[src/rtl/vagu_pkg.sv]
// Shared types for the vector address-generation sequencer: FSM states,
// latched request record and the whole-register limit helper.
package vagu_pkg;

    localparam int PKG_ADDR_W = 16;
    localparam int PKG_OFF_W  = 16;
    localparam int PKG_REG_W  = 8;

    typedef enum logic {IDLE, RUN} state_t;

    // Fields are wide enough for any sane parameterisation; the top casts
    // them down to its own widths.
    typedef struct packed {
        logic [PKG_ADDR_W-1:0] base_a;
        logic [PKG_ADDR_W-1:0] base_b;
        logic [PKG_ADDR_W-1:0] base_d;
        logic [PKG_OFF_W-1:0]  max_off;
        logic [PKG_REG_W-1:0]  max_reg;
        logic                  widen;
    } vagu_req_t;

    typedef struct packed {
        logic [PKG_OFF_W-1:0] max_off;
        logic [PKG_REG_W-1:0] max_reg;
    } vagu_lim_t;

    function automatic vagu_lim_t whole_reg_lim(input int vlen, input int dw,
                                                input logic [1:0] sew);
        vagu_lim_t l;
        l.max_off = PKG_OFF_W'(vlen / dw - 1);
        l.max_reg = PKG_REG_W'((1 << sew) - 1);
        return l;
    endfunction

endpackage

[src/rtl/vagu_cnt.sv]
// Offset/register wrap counter. Exposes the value it will hold after this
// cycle so the caller can register beat outputs from it directly.
module vagu_cnt #(
    parameter int OFF_WIDTH = 8,
    parameter int REG_WIDTH = 3
) (
    input  logic                 clk,
    input  logic                 rst,
    input  logic                 clr,
    input  logic                 en,
    input  logic [OFF_WIDTH-1:0] max_off,
    input  logic [REG_WIDTH-1:0] max_reg,
    output logic [OFF_WIDTH-1:0] nxt_off,
    output logic [REG_WIDTH-1:0] nxt_reg,
    output logic                 done
);

    logic [OFF_WIDTH-1:0] off;
    logic [REG_WIDTH-1:0] reg_idx;

    always_comb begin
        nxt_off = off;
        nxt_reg = reg_idx;
        if (clr) begin
            nxt_off = '0;
            nxt_reg = '0;
        end else if (en) begin
            if (off == max_off) begin
                nxt_off = '0;
                nxt_reg = reg_idx + REG_WIDTH'(1);
            end else begin
                nxt_off = off + OFF_WIDTH'(1);
            end
        end
    end

    // done flags that the upcoming position is the final one
    assign done = (nxt_off == max_off) && (nxt_reg == max_reg);

    always_ff @(posedge clk) begin
        if (rst) begin
            off     <= '0;
            reg_idx <= '0;
        end else begin
            off     <= nxt_off;
            reg_idx <= nxt_reg;
        end
    end

endmodule

[src/rtl/vagu_seq.sv]
// Vector address-generation sequencer: expands one request into a stream of
// register/offset beats. Define VAGU_WIDEN_EN to enable widening mode.
module vagu_seq
    import vagu_pkg::*;
#(
    parameter int VLEN       = 16384,
    parameter int DATA_WIDTH = 64,
    parameter int ADDR_WIDTH = 5,
    parameter int OFF_WIDTH  = 8,
    parameter int REG_WIDTH  = 3
) (
    input  logic                  clk,
    input  logic                  rst,
    input  logic                  req_valid,
    output logic                  req_ready,
    input  logic [1:0]            req_sew,
    input  logic [OFF_WIDTH-1:0]  req_max_off,
    input  logic [REG_WIDTH-1:0]  req_max_reg,
    input  logic [ADDR_WIDTH-1:0] req_addr_a,
    input  logic [ADDR_WIDTH-1:0] req_addr_b,
    input  logic [ADDR_WIDTH-1:0] req_addr_d,
    input  logic                  req_whole_reg,
    input  logic                  req_widen,
    output logic                  out_valid,
    input  logic                  out_ready,
    output logic [ADDR_WIDTH-1:0] out_addr_a,
    output logic [ADDR_WIDTH-1:0] out_addr_b,
    output logic [ADDR_WIDTH-1:0] out_addr_d,
    output logic [OFF_WIDTH-1:0]  out_off_src,
    output logic [OFF_WIDTH-1:0]  out_off_dst,
    output logic                  out_first,
    output logic                  out_last,
    output logic                  busy
);

    state_t    state_q, state_d;
    vagu_req_t req_q, cur;
    vagu_lim_t wl;

    logic hs, accept, load, src_en, last_nxt, src_done;
    logic [OFF_WIDTH-1:0] src_off, dst_off;
    logic [REG_WIDTH-1:0] src_reg;
    logic [REG_WIDTH:0]   dst_reg;

    assign hs        = out_valid & out_ready;
    assign req_ready = (state_q == IDLE) | (hs & out_last);
    assign accept    = req_valid & req_ready;
    assign load      = accept | (hs & ~out_last);
    assign out_valid = (state_q == RUN);
    assign busy      = (state_q == RUN);

    assign wl = whole_reg_lim(VLEN, DATA_WIDTH, req_sew);

    // On acceptance the new request drives the counters and beat-0 outputs
    // in the same cycle, which is what makes back-to-back bubble-free.
    always_comb begin
        cur = req_q;
        if (accept) begin
            cur.base_a  = PKG_ADDR_W'(req_addr_a);
            cur.base_b  = PKG_ADDR_W'(req_addr_b);
            cur.base_d  = PKG_ADDR_W'(req_addr_d);
            cur.max_off = req_whole_reg ? wl.max_off : PKG_OFF_W'(req_max_off);
            cur.max_reg = req_whole_reg ? wl.max_reg : PKG_REG_W'(req_max_reg);
            cur.widen   = req_widen & ~req_whole_reg;
        end
    end

    always_ff @(posedge clk) begin
        if (rst)         req_q <= '0;
        else if (accept) req_q <= cur;
    end

    always_ff @(posedge clk) begin
        if (rst) state_q <= IDLE;
        else     state_q <= state_d;
    end

    always_comb begin
        state_d = state_q;
        case (state_q)
            IDLE:    if (accept) state_d = RUN;
            RUN:     if (hs & out_last & ~accept) state_d = IDLE;
            default: state_d = IDLE;
        endcase
    end

    vagu_cnt #(.OFF_WIDTH(OFF_WIDTH), .REG_WIDTH(REG_WIDTH)) u_src (
        .clk     (clk),
        .rst     (rst),
        .clr     (accept),
        .en      (src_en),
        .max_off (OFF_WIDTH'(cur.max_off)),
        .max_reg (REG_WIDTH'(cur.max_reg)),
        .nxt_off (src_off),
        .nxt_reg (src_reg),
        .done    (src_done)
    );

`ifdef VAGU_WIDEN_EN
    logic turn_q;
    logic dst_done;
    logic [REG_WIDTH:0] dst_max;

    // Widening: destination walks twice the registers, source every other beat
    assign src_en   = hs & (~cur.widen | turn_q);
    assign dst_max  = cur.widen ? {REG_WIDTH'(cur.max_reg), 1'b1}
                                : {1'b0, REG_WIDTH'(cur.max_reg)};
    assign last_nxt = cur.widen ? dst_done : src_done;

    always_ff @(posedge clk) begin
        if (rst || accept)        turn_q <= 1'b0;
        else if (hs && cur.widen) turn_q <= ~turn_q;
    end

    vagu_cnt #(.OFF_WIDTH(OFF_WIDTH), .REG_WIDTH(REG_WIDTH + 1)) u_dst (
        .clk     (clk),
        .rst     (rst),
        .clr     (accept),
        .en      (hs),
        .max_off (OFF_WIDTH'(cur.max_off)),
        .max_reg (dst_max),
        .nxt_off (dst_off),
        .nxt_reg (dst_reg),
        .done    (dst_done)
    );
`else
    assign src_en   = hs;
    assign last_nxt = src_done;
    assign dst_off  = src_off;
    assign dst_reg  = {1'b0, src_reg};
`endif

    always_ff @(posedge clk) begin
        if (rst) begin
            out_addr_a  <= '0;
            out_addr_b  <= '0;
            out_addr_d  <= '0;
            out_off_src <= '0;
            out_off_dst <= '0;
            out_first   <= 1'b0;
            out_last    <= 1'b0;
        end else if (load) begin
            out_addr_a  <= ADDR_WIDTH'(cur.base_a + PKG_ADDR_W'(src_reg));
            out_addr_b  <= ADDR_WIDTH'(cur.base_b + PKG_ADDR_W'(src_reg));
            out_addr_d  <= ADDR_WIDTH'(cur.base_d + PKG_ADDR_W'(dst_reg));
            out_off_src <= src_off;
            out_off_dst <= dst_off;
            out_first   <= accept;
            out_last    <= last_nxt;
        end
    end

endmodule

[config.mk]
export PLATFORM = sky130hd
export DESIGN_NAME = vagu_seq
export DESIGN_NICKNAME = d
export VERILOG_FILES = /design/src/rtl/vagu_pkg.sv /design/src/rtl/vagu_cnt.sv /design/src/rtl/vagu_seq.sv
export SDC_FILE = /design/constraint.sdc
export NUM_CORES = 1
export LEC_CHECK = 0
export ABC_AREA = 1
export BUFFER_PORTS_ARGS = -buffer_cell sky130_fd_sc_hd__buf_2
export CAP_MARGIN = 0
export CORE_MARGIN = 8
export CORE_UTILIZATION = 55
export CTS_BUF_LIST = sky130_fd_sc_hd__clkbuf_16
export CTS_CLUSTER_SIZE = 20
export DETAILED_ROUTE_END_ITERATION = 8
export HOLD_SLACK_MARGIN = 0.1
export PLACE_DENSITY = 0.77
export REMOVE_ABC_BUFFERS = 1
export SLEW_MARGIN = 20
export SYNTH_ARGS = -nofsm -noshare
export SYNTH_HDL_FRONTEND = slang
export SYNTH_SLANG_ARGS = --single-unit
[constraint.sdc]
create_clock -name clk -period 11.3 [get_ports clk]
set_clock_uncertainty 0.2 [all_clocks]
set_input_delay 2.825 -clock clk [delete_from_list [all_inputs] [get_ports clk]]
set_output_delay 2.825 -clock clk [all_outputs]
set_load 0.1 [all_outputs]
==> results.toml <==
[synth]
ys_top_cells_by_area = "dfxtp_1 36%, nand2_1 10%, nor2_1 9.3%, inv_1 6.8%, nand3_1 5.6%"
syn_avg_cell_area_um2 = 6.96
synth_ff_type = "dfxtp_1"
synth_area_mm2 = 0.00347
synth_top_area_cell = "dfxtp_1"
yosysUniqueCellTypes = 31
synth_cells = 499
ys_ff_latch = 63
synth_top_area_share_pct = 36.3
yosysSeqAreaShare_pct = 36.3
yosys_warnings = 0
async_flop_share_pct = 0
synth_edf_count = 0

[route]
drc = 0
antenna_left = 0
vias = 3205
maxUsedRoutingLayer = "met4"
wl_per_cell_um = 13.0
drt_first_pass_iters = 4
routed_via_density = 5.07
drt-total-wl_um = 8190
drt_iter0_drc = 131
wl_met3_um = 418
routed-wl-met2_um = 3960
wl_met1_um = 3630

[placement]
placed_cells = 616
io_buffers = 68
place.gp.congestion = 0.816
hpwl_um = 5900

[cts]
clock-sinks = 63
cts.clk_slew.worst_paths_ps = 60
htreeDepth = 3
hold_buffers = 0
clk_latency_ps = 330
numCtsBuffers = 9
cts_setup_buffers = 0
ctsResizeCount = 0
cts_buffer_depth = 2
cts_tree = "yes"
cts_root_buffer = "clkbuf_16"

[floorplan]
dieArea_mm2 = 0.00911
row_count = 29
die-width_um = 95.5
die_h_um = 95.5
coreArea_mm2 = 0.00624
start_util_pct = 55.6
ioPinCount = 70

[sta]
rsz0062_at_grt = "no"
finalSetupViolCount = 0
relSlewSlack_pct = 43.8
setup-tns-final_ps = 0
period_share_pct = 58.7
fmax_ghz = 0.151
drv_slew = 0
layout_min_cycle_time_ps = 6630
tightest_slew_ps = 843
hold_viol_final = 0
hold_ws_ps = 261

[power]
finalPower_uw = 648
power.density_mw_per_mm2 = 160
leakage_uw = 0.00211
ir_worst_vdd_v = 0.000138

[layout]
regArea_mm2 = 0.00126
syn_to_final_growth_pct = 16.4
multi_input_area_mm2 = 0.00180
final_common_cell = "nand2_1"
antenna_cells = 0
nets = 598
drive_gt1_share_pct = 21.1
fin_cells = 632
fillers = 572
final_cell_mix = "95 x nand2_1, 86 x nor2_1, 68 x buf_2"

[grt]
grt_max_degree = 43
antenna_found_initial = 0
grt_usage_pct = 19.0
grt-ovfl-total = 0
grt_pass1_wl_um = 13700
grt_pass1_vias = 3084

[job]
drv_cap = 0

[min_path]
min-delay-path-class = "reg -> reg"

[setup_path]
endpoint_kind = "output pin"
crit_type = "in -> out"
arrival_ps = 3600
start_kind = "input pin"
critPathMaxFanout = 14
cp.required_ps = 8280

[outcome]
status = "finished clean"
[state kept, by name, summed over array words and instances (netlist names)]
signal	cells
out_last	1
out_addr_a	5
req_q	26
out_off_dst	8
u_src.off	8
out_addr_d	5
out_first	1
busy	1
u_src.reg_idx	3
out_addr_b	5
[routing by layer]
metal | track usage, % | vias up
met5 | 0 | -
met2 | 33.5 | 71
met1 | 21.5 | 1452
met3 | 4.33 | 19
li1 | - | 1663
met4 | 8.19 | 0
[synth_stat cells, types with 3 or more instances]
master	n
clkbuf_1	13
xnor2_1	4
xor2_1	3
o21ai_0	37
buf_4	10
or2_2	13
buf_6	3
nand2_4	3
a21oi_1	12
fa_1	3
inv_1	63
nor2_1	86
nor3_1	4
nand2_1	95
nand2_2	8
ha_1	11
nand3_2	4
nand4_1	7
nand3_1	39
mux2i_1	4
dfxtp_1	63
[through the flow]
stage | utilization (%) | worst slack [ps] | instance area, um2
finish | 64.8 | 4670 | 4040
global route | 64.8 | 4630 | 4040
CTS | 64.8 | 4670 | 4040
detailed placement | 60.0 | 4670 | 3740
global placement | 60.0 | 4670 | 3740
floorplan | - | 5020 | 3300
[cells by family (layout without fill, tap and decap cells)]
logic type               count (synthesis)  count (layout)  share of synthesized area, %
AND/OR/NAND/NOR                        262             262                          34.1
AO/OA/AOI/OAI                           56              56                          8.76
XOR/XNOR                                 8               8                          2.23
buffers and inverters                   92             148                          11.7
multiplexers                             4               4                          1.15
adder cells (fa/ha/maj)                 14              14                          5.69
flip-flops                              63              63                          36.3
[cell type report]
type,instances,area share (%)
clock buffers,9,5.57
clock inverters,7,1.76
inverters,63,5.85
multi-input cells,344,44.6
flip-flops and latches,63,31.2
well taps,77,2.38
repair buffers,69,8.61
[report_power, final]
part	internal [uW]	switching [uW]	total, uW
clock network	170	101	272
logic	32.5	102	135
registers	236	5.60	241
[final timing paths]
check	start	to	slack [ps]	depth (start not counted)
max reg2reg	out_last	out_addr_b[4]	7490	21
min	out_first	out_first	260	2
min reg2reg	out_first	out_first	260	2
max	out_ready	req_ready	4670	4
[critical path: stages]
cell and delay (ps):
buf_2 90, nand2_2 60, nand2_4 160, buf_2 460
Power figures use the tool's default switching activity.
